[config.mk]
export PLATFORM = sky130hd
export DESIGN_NAME = regbank_access_ctrl
export DESIGN_NICKNAME = d
export VERILOG_FILES = /design/src/rtl/regbank_pkg.sv /design/src/rtl/regbank_access_ctrl.sv
export SDC_FILE = /design/constraint.sdc
export NUM_CORES = 1
export LEC_CHECK = 0
export CORE_ASPECT_RATIO = 2
export CORE_MARGIN = 2
export CORE_UTILIZATION = 42
export DETAILED_ROUTE_END_ITERATION = 7
export PLACE_DENSITY = 0.85
export SETUP_SLACK_MARGIN = 0.3
export SKIP_LAST_GASP = 1
export SYNTH_ARGS = -nofsm -noshare
export SYNTH_HDL_FRONTEND = slang
export SYNTH_SLANG_ARGS = --single-unit
[constraint.sdc]
create_clock -name clk -period 3.9 [get_ports clk]
set_clock_uncertainty 0.05 [all_clocks]
set_input_delay 0.585 -clock clk [delete_from_list [all_inputs] [get_ports clk]]
set_output_delay 0.585 -clock clk [all_outputs]
set_load 0.01 [all_outputs]
[src/rtl/regbank_pkg.sv]
// rtl/regbank_pkg.sv - shared constants, op encoding and FSM states for the register bank controller
package regbank_pkg;

    localparam int REGBANK_NREG = 8;
    localparam int REGBANK_DW   = 16;

    typedef enum logic [1:0] {
        REQ_NOP   = 2'd0,
        REQ_READ  = 2'd1,
        REQ_WRITE = 2'd2,
        REQ_RDWR  = 2'd3
    } req_op_e;

    typedef enum logic [2:0] {
        ST_IDLE    = 3'd0,
        ST_WSETUP  = 3'd1,
        ST_WSTROBE = 3'd2,
        ST_WHOLD   = 3'd3,
        ST_RD      = 3'd4,
        ST_RESP    = 3'd5
    } state_e;

endpackage

[src/rtl/regbank_access_ctrl.sv]
// rtl/regbank_access_ctrl.sv - request sequencer for the register bank (optional REGBANK_RDWR_BYPASS_EN: read-first RDWR with write-data bypass)
module regbank_access_ctrl
    import regbank_pkg::*;
#(
    parameter int NREG = REGBANK_NREG,
    parameter int DW   = REGBANK_DW
) (
    input  logic                     clk,
    input  logic                     reset,
    input  logic                     req_valid,
    output logic                     req_ready,
    input  logic [1:0]               req_op,
    input  logic [$clog2(NREG)-1:0]  req_sel1,
    input  logic [$clog2(NREG)-1:0]  req_sel2,
    input  logic [$clog2(NREG)-1:0]  req_wsel,
    input  logic [DW-1:0]            req_wdata,
    output logic                     rsp_valid,
    input  logic                     rsp_ready,
    output logic [DW-1:0]            rsp_src1,
    output logic [DW-1:0]            rsp_src2,
    output logic                     wr_done,
    output logic                     bank_ce,
    output logic                     bank_rw,
    output logic [$clog2(NREG)-1:0]  bank_enable,
    output logic [$clog2(NREG)-1:0]  bank_sel1,
    output logic [$clog2(NREG)-1:0]  bank_sel2,
    output logic [DW-1:0]            bank_din,
    input  logic [DW-1:0]            bank_src1,
    input  logic [DW-1:0]            bank_src2
);

    localparam int SW = $clog2(NREG);

    state_e          state_q, state_d;
    req_op_e         op_q, op_d;
    logic [SW-1:0]   sel1_q, sel1_d;
    logic [SW-1:0]   sel2_q, sel2_d;
    logic [SW-1:0]   wsel_q, wsel_d;
    logic [DW-1:0]   wdata_q, wdata_d;
    logic [DW-1:0]   rsp_src1_q, rsp_src1_d;
    logic [DW-1:0]   rsp_src2_q, rsp_src2_d;
    logic            rsp_pend_q, rsp_pend_d;

    logic            accept;
    logic [DW-1:0]   cap_src1;
    logic [DW-1:0]   cap_src2;

    assign accept = req_valid && (state_q == ST_IDLE);

    // Capture values for the response registers; the bypass replaces a bank read that
    // would see the pre-write contents of the register this RDWR is about to write.
`ifdef REGBANK_RDWR_BYPASS_EN
    assign cap_src1 = ((op_q == REQ_RDWR) && (sel1_q == wsel_q)) ? wdata_q : bank_src1;
    assign cap_src2 = ((op_q == REQ_RDWR) && (sel2_q == wsel_q)) ? wdata_q : bank_src2;
`else
    assign cap_src1 = bank_src1;
    assign cap_src2 = bank_src2;
`endif

    // State, latched request and response registers with synchronous reset
    always_ff @(posedge clk) begin
        if (reset) begin
            state_q    <= ST_IDLE;
            op_q       <= REQ_NOP;
            sel1_q     <= '0;
            sel2_q     <= '0;
            wsel_q     <= '0;
            wdata_q    <= '0;
            rsp_src1_q <= '0;
            rsp_src2_q <= '0;
            rsp_pend_q <= 1'b0;
        end else begin
            state_q    <= state_d;
            op_q       <= op_d;
            sel1_q     <= sel1_d;
            sel2_q     <= sel2_d;
            wsel_q     <= wsel_d;
            wdata_q    <= wdata_d;
            rsp_src1_q <= rsp_src1_d;
            rsp_src2_q <= rsp_src2_d;
            rsp_pend_q <= rsp_pend_d;
        end
    end

    // Next-state sequencing through the write and read phases
    always_comb begin
        state_d = state_q;
        case (state_q)
            ST_IDLE: begin
                if (accept) begin
                    case (req_op_e'(req_op))
                        REQ_READ:  state_d = ST_RD;
                        REQ_WRITE: state_d = ST_WSETUP;
`ifdef REGBANK_RDWR_BYPASS_EN
                        REQ_RDWR:  state_d = ST_RD;
`else
                        REQ_RDWR:  state_d = ST_WSETUP;
`endif
                        default:   state_d = ST_IDLE;
                    endcase
                end
            end
            ST_WSETUP:  state_d = ST_WSTROBE;
            ST_WSTROBE: state_d = ST_WHOLD;
            ST_WHOLD: begin
`ifdef REGBANK_RDWR_BYPASS_EN
                // The read already happened; wait only if its response is still unclaimed.
                state_d = (rsp_pend_q && !rsp_ready) ? ST_RESP : ST_IDLE;
`else
                state_d = (op_q == REQ_RDWR) ? ST_RD : ST_IDLE;
`endif
            end
            ST_RD: begin
`ifdef REGBANK_RDWR_BYPASS_EN
                state_d = (op_q == REQ_RDWR) ? ST_WSETUP : ST_RESP;
`else
                state_d = ST_RESP;
`endif
            end
            ST_RESP: begin
                if (rsp_ready) state_d = ST_IDLE;
            end
            default: state_d = ST_IDLE;
        endcase
    end

    // Request latching at accept, response capture in RD and response-pending tracking
    always_comb begin
        op_d       = op_q;
        sel1_d     = sel1_q;
        sel2_d     = sel2_q;
        wsel_d     = wsel_q;
        wdata_d    = wdata_q;
        rsp_src1_d = rsp_src1_q;
        rsp_src2_d = rsp_src2_q;
        rsp_pend_d = rsp_pend_q;
        if (accept) begin
            op_d    = req_op_e'(req_op);
            sel1_d  = req_sel1;
            sel2_d  = req_sel2;
            wsel_d  = req_wsel;
            wdata_d = req_wdata;
        end
        if (rsp_pend_q && rsp_ready) begin
            rsp_pend_d = 1'b0;
        end
        if (state_q == ST_RD) begin
            rsp_src1_d = cap_src1;
            rsp_src2_d = cap_src2;
            rsp_pend_d = 1'b1;
        end
    end

    // Bank strobes and handshake outputs decoded from the current state
    always_comb begin
        req_ready = 1'b0;
        bank_ce   = 1'b0;
        bank_rw   = 1'b1;
        wr_done   = 1'b0;
        case (state_q)
            ST_IDLE:    req_ready = 1'b1;
            ST_WSTROBE: begin
                bank_ce = 1'b1;
                bank_rw = 1'b0;
            end
            ST_WHOLD:   wr_done = 1'b1;
            ST_RD:      bank_ce = 1'b1;
            default:    ;
        endcase
    end

    assign rsp_valid   = rsp_pend_q;
    assign rsp_src1    = rsp_src1_q;
    assign rsp_src2    = rsp_src2_q;
    assign bank_enable = wsel_q;
    assign bank_din    = wdata_q;
    assign bank_sel1   = sel1_q;
    assign bank_sel2   = sel2_q;

endmodule

==> results of run 1 <==
cells in the final DEF, fill, tap and decap left out, drive strengths merged, types with 2 or more instances in the layout:
cell / Yosys / routed
buf: 15 / 4
clkdlybuf4s50: 0 / 123
bufinv: 0 / 2
nor3: 3 / 3
a21oi: 60 / 60
nand2: 124 / 124
nand2b: 2 / 2
a21o: 2 / 2
clkbuf: 7 / 9
nor2: 5 / 5
clkinv: 0 / 3
dfxtp: 63 / 63
power by group through the flow:
| stage | logic [mW] | registers [mW] | clock network, mW |
|---|---|---|---|
| 6_report | 0.348 | 0.731 | 0.583 |
| 4_1_cts | 0.354 | 0.731 | 0.596 |
| 5_1_grt | 0.385 | 0.738 | 0.623 |
| 2_1_floorplan | 0.168 | 0.754 | 0 |
| 3_5_place_dp | 0.351 | 0.745 | 0 |
| 3_3_place_gp | 0.346 | 0.742 | 0 |
tightest hold or removal path: stages, from the launching register on:
cell and delay [ns]:
dfxtp_1 0.31, nand2_1 0.05, a21oi_1 0.05
how the worst min path moves through the flow:
stage	start	endpoint	slack [ns]	cells after the start
CTS	bank_din[0]	bank_din[0]	0.40	2
global placement	bank_enable[0]	bank_enable[0]	0.39	2
floorplan	op_q[1]	op_q[1]	0.39	2
finish	rsp_src1[1]	rsp_src1[1]	0.40	2
detailed placement	bank_din[0]	bank_din[0]	0.40	2
global route	bank_sel2[0]	bank_sel2[0]	0.42	2
kinds of logic (layout without fill, tap and decap cells):
kind of cell    after synthesis  after routing
xor+xnor                      1              1
simple gates                136            136
flops                        63             63
buf+inv                      23            142
mux                           1              1
compound gates               65             65
per-layer routing:
| metal | vias up | share of wire, % | global-route usage [%] |
|---|---|---|---|
| met5 | - | 0 | 0 |
| met4 | 0 | 2.3 | 10.9 |
| met3 | 12 | 10 | 9.73 |
| met2 | 93 | 52 | 34.8 |
| met1 | 1001 | 36 | 21.6 |
| li1 | 1154 | - | - |
flip-flops by register name (all words and copies together) (netlist names):
| signal | count |
|---|---|
| rsp_src2 | 16 |
| rsp_src1 | 16 |
| bank_din | 16 |
| state_q | 3 |
| rsp_valid | 1 |
| bank_sel2 | 3 |
| bank_enable | 3 |
| op_q | 2 |
| bank_sel1 | 3 |
cell type report:
class	count	area share [%]
clock buffer	9	3.34
clock inverter	5	2.03
inverter	1	0.101
multi-input combinational	203	24.5
sequential	63	34.1
tap	60	2.03
timing repair buffer	127	34.0
==> flow_summary.json, run 1 <==
{
  "cp-startpoint": "state_q[2]",
  "holdWs_ns": 0.403,
  "viasPerCell": 4.83,
  "run_status": "finished clean",
  "synth_edf_count": 0,
  "areaGrowthSynthToFinish_pct": 59.6,
  "tightest_slew_ns": 1.16,
  "fin_util_pct": 68.9,
  "ys_warn_count": 0,
  "synth_top_family_by_area": "simple AND/OR/NAND/NOR gates",
  "cts_resized": 0,
  "placed_cell_area_um2": 3500,
  "finalSetupViolCount": 0,
  "dr.pass1.iters": 4,
  "grt_usage_pct": 20.9,
  "rows": 38,
  "multiInputGateArea_um2": 906,
  "endpoint": "bank_ce",
  "antenna_found_initial": 0,
  "setup_tns_ns": 0,
  "crit_path_end_kind": "output pin",
  "leakagePower_nw": 1.35,
  "path_buf_inv": 1,
  "fp.dieW_um": 56.6,
  "syn_area_um2": 2320,
  "dieArea_um2": 6170,
  "fillers": 446,
  "fin_crit_sh_pct": 63.5,
  "antennaDiodeCount": 0,
  "grt-ovfl-total": 0,
  "pwr_density_cell_nw_per_um2": 449,
  "critPathMaxFanout": 8,
  "fin_crit_ns": 2.48,
  "ir_worst_vdd_v": 0.000427,
  "tritoncts": "yes",
  "seqCellArea_um2": 1260,
  "max_cap_violations": 0,
  "timing.rr.end": "rsp_src2[9]",
  "yosys.area_share.simple_pct": 23.5,
  "setup_ws_ns": 1.42,
  "ys_seq_area_share_pct": 54.3,
  "muxShareOfSynthArea_pct": 0.485,
  "routed_wirelength_mm": 6.08,
  "synth_compound_area_share_pct": 14.7,
  "clk-insertion-delay-late_ns": 0.34,
  "crit_chain": "nand2b_4 -> or2_1 -> nand2_1 -> clkdlybuf4s50_1",
  "root_buffer": "clkbuf_8",
  "syn_inst": 289,
  "p_switching_uw": 427,
  "path_depth": 4,
  "syn_nets": 352,
  "dieHeight_um": 109,
  "route.detailed.wl_per_inst_um": 13.0,
  "dpl.hpwl_mm": 4.35,
  "path_clk_slew_ns": 0.06,
  "cp.arrival_ns": 1.84,
  "grt_start_max_net_pins": 45,
  "netlist_top_cells_count": "nand2_1, dfxtp_1, a21oi_1, buf_6, clkbuf_1",
  "internal_power_mw": 1.23,
  "cts_inserted_buffers": 9,
  "async_flop_share_pct": 0,
  "pwr-share-comb_pct": 20.9,
  "synth_area_leaders": "dfxtp_1, nand2_1, a21oi_1, buf_6, buf_2",
  "critPathMaxStageDelay_ns": 0.56,
  "synth_fa_ha_area_share_pct": 0,
  "required_ns": 3.26,
  "critical_path.top_delay_family": "flip-flops",
  "synth.distinct_cells": 22,
  "rr_startpoint": "state_q[2]",
  "gp_congestion": 0.781,
  "synth_top_area_share_pct": 54.3,
  "ys_ff_latch": 63,
  "cts_setup_buffers": 0,
  "synth_top_area_cell": "dfxtp_1",
  "ys.flop_type": "dfxtp_1",
  "cts_num_sinks": 63,
  "vias": 2260,
  "hold_buffers": 0,
  "dp_slack_ns": 1.62,
  "grt_pass1_wl_mm": 10.1,
  "rsz0062_at_grt": "no",
  "fin_nets": 468,
  "p_total_mw": 1.66,
  "core-area_um2": 5370,
  "drc_errors": 0,
  "grt_pass1_vias": 2283,
  "reg2reg_slack_ns": 1.81,
  "slowest_stage": "dfxtp_1",
  "port_buffers": 124,
  "criticalPathCategory": "reg -> out",
  "worst_hold_path_type": "reg -> reg",
  "num_io_pins": 125,
  "antenna_left": 0,
  "drtIter0Drc": 56,
  "htreeDepth": 3,
  "slew_headroom_pct": 22.3,
  "final_cells": 468,
  "slew_viol_final": 0,
  "drive_gt1_share_pct": 5.39,
  "initial_utilization_pct": 43.2,
  "max_freq_ghz": 0.404,
  "seq_power_share_pct": 44.0,
  "critPathLaunchType": "flop",
  "synthXorXnorAreaFrac_pct": 0.377,
  "final_area_um2": 3700,
  "syn_area_per_cell_um2": 8.03,
  "finalHoldViolations": 0,
  "dpl.cell_count": 454,
  "pwr-share-clk_pct": 35.1,
  "switching_share_pct": 25.7,
  "clockBufferDepth": 2,
  "reg2regPathDepth": 5,
  "yosysMostFrequentCell": "nand2_1"
}
Note: power is estimated with default switching activity, not from simulation.
==> run 2: changes to the inputs <==
- CORE_UTILIZATION: 42 -> 39
- PLACE_DENSITY: 0.85 -> 0.8
- clock period: 3.9 -> 2.5 ns (I/O delays scaled with it)
==> run 2 against run 1 <==
Count of clock-buffer cells in the layout is 6 higher. Highest routed layer unchanged. Sequential share of layout area shrank 1.0 points. Sequential cell count did not move. Wire length rose by 2.8%.
==> flow_summary.json, run 2 (same netlist as run 1, synthesis figures left out) <==
{
  "crit_chain": "nand2_1 -> nor2_1 -> clkdlybuf4s50_1",
  "pwr-share-comb_pct": 19.7,
  "grt-ovfl-total": 0,
  "hold_buffers": 0,
  "final_common_cell": "nand2_1",
  "dpl.hpwl_mm": 4.39,
  "slew_viol_final": 0,
  "mostFrequentLayoutCells": "nand2_1, clkdlybuf4s50_1, dfxtp_1",
  "worst_hold_path_type": "reg -> reg",
  "grt_pass1_wl_mm": 9.93,
  "gp_congestion": 0.804,
  "crit_path_end_kind": "output pin",
  "internal_power_mw": 2.14,
  "htreeDepth": 3,
  "grt_usage_pct": 19.9,
  "clk-insertion-delay-late_ns": 0.32,
  "criticalPathCategory": "reg -> out",
  "fp.dieW_um": 58.6,
  "fin_crit_ns": 2.11,
  "root_buffer": "clkbuf_16",
  "run_status": "finished clean",
  "clockBufferDepth": 2,
  "critPathMaxFanout": 7,
  "setup_ws_ns": 0.395,
  "drive_gt1_share_pct": 5.84,
  "critPathMaxStageDelay_ns": 0.58,
  "tightest_slew_ns": 0.597,
  "tritoncts": "yes",
  "grt_pass1_vias": 2267,
  "p_switching_uw": 699,
  "setup_tns_ns": 0,
  "ir_worst_vdd_v": 0.000710,
  "routed_wirelength_mm": 6.25,
  "core-area_um2": 5710,
  "cts_inserted_buffers": 9,
  "multiInputGateArea_um2": 906,
  "drc_errors": 0,
  "grt_start_max_net_pins": 35,
  "pwr_density_cell_nw_per_um2": 742,
  "required_ns": 2.08,
  "viasPerCell": 4.80,
  "drtIter0Drc": 94,
  "route.detailed.wl_per_inst_um": 13.2,
  "rsz0062_at_grt": "no",
  "max_cap_violations": 0,
  "antenna_left": 0,
  "finalHoldViolations": 0,
  "path_buf_inv": 1,
  "vias": 2267,
  "dieArea_um2": 6620,
  "rows": 39,
  "switching_share_pct": 24.6,
  "antenna_found_initial": 0,
  "seq_power_share_pct": 40.2,
  "antennaDiodeCount": 0,
  "path_clk_slew_ns": 0.05,
  "dp_slack_ns": 0.612,
  "dr.pass1.iters": 4,
  "port_buffers": 124,
  "cp.arrival_ns": 1.68,
  "num_io_pins": 125,
  "fin_crit_sh_pct": 84.2,
  "areaGrowthSynthToFinish_pct": 65.0,
  "pwr-share-clk_pct": 40.1,
  "slew_headroom_pct": 60.2,
  "cts_num_sinks": 63,
  "finalSetupViolCount": 0,
  "fin_nets": 470,
  "max_freq_ghz": 0.475,
  "seqCellArea_um2": 1260,
  "cts_resized": 1,
  "leakagePower_nw": 1.41,
  "critPathLaunchType": "flop",
  "critical_path.top_delay_family": "buffers and inverters",
  "cts_setup_buffers": 0,
  "fillers": 480,
  "dieHeight_um": 113,
  "initial_utilization_pct": 40.7,
  "slowest_stage": "clkdlybuf4s50_1"
}
[run 2: changes by cell type in the layout (fill, tap and decap cells not counted), sizes merged]
cell / before / now
clkbuf: 9 / 15
bufinv: 2 / 0
buf: 4 / 6
clkinv: 3 / 0
dlymetal6s2s: 0 / 1
clkdlybuf4s50: 123 / 122
[run 2: final timing paths]
| path | startpoint | end | slack [ns] | cells past startpoint |
|---|---|---|---|---|
| worst min-delay path | rsp_src1[1] | rsp_src1[1] | 0.40 | 2 |
| worst max register to register | state_q[1] | rsp_src2[4] | 0.90 | 5 |
| worst max-delay path | state_q[1] | wr_done | 0.39 | 3 |
| worst min register to register | rsp_src1[1] | rsp_src1[1] | 0.40 | 2 |
[run 2: tightest hold or removal path: stages, from the launching register on]
cell	delay, ns
dfxtp_1	0.30
nand2_1	0.05
a21oi_1	0.05
[run 2: power by group through the flow]
stage / registers, mW / logic, mW / clock network (mW)
final: 1.14 / 0.560 / 1.14
after CTS: 1.14 / 0.569 / 1.16
after floorplan: 1.18 / 0.262 / 0
after global routing: 1.15 / 0.615 / 1.20
after global placement: 1.15 / 0.559 / 0
after detailed placement: 1.16 / 0.565 / 0
[run 2: routing by layer]
layer	vias to the layer above	share of wire, %	track usage (%)
met5	-	0	0
met4	0	3.7	14.1
met1	991	35	20.1
met3	19	8.7	6.97
li1	1163	-	-
met2	94	52	32.7
[run 2: cell type report]
type / instances / area share, %
inverters: 1 / 0.0980
multi-input cells: 203 / 23.7
repair buffers: 129 / 34.0
flip-flops and latches: 63 / 33.0
clock buffers: 15 / 7.25
well taps: 61 / 1.99
[run 2: through the flow]
stage          instance area, µm²  hold slack [ns]  std cells  power, mW  utilization, %
2_1_floorplan                2320            0.387        289       1.44               -
3_3_place_gp                 3550            0.391        457       1.71            62.1
3_5_place_dp                 3550            0.396        457       1.72            62.1
4_1_cts                      3820            0.403        472       2.87            67.0
5_1_grt                      3830            0.417        472       2.97            67.1
6_report                     3830            0.401        472       2.84            67.1
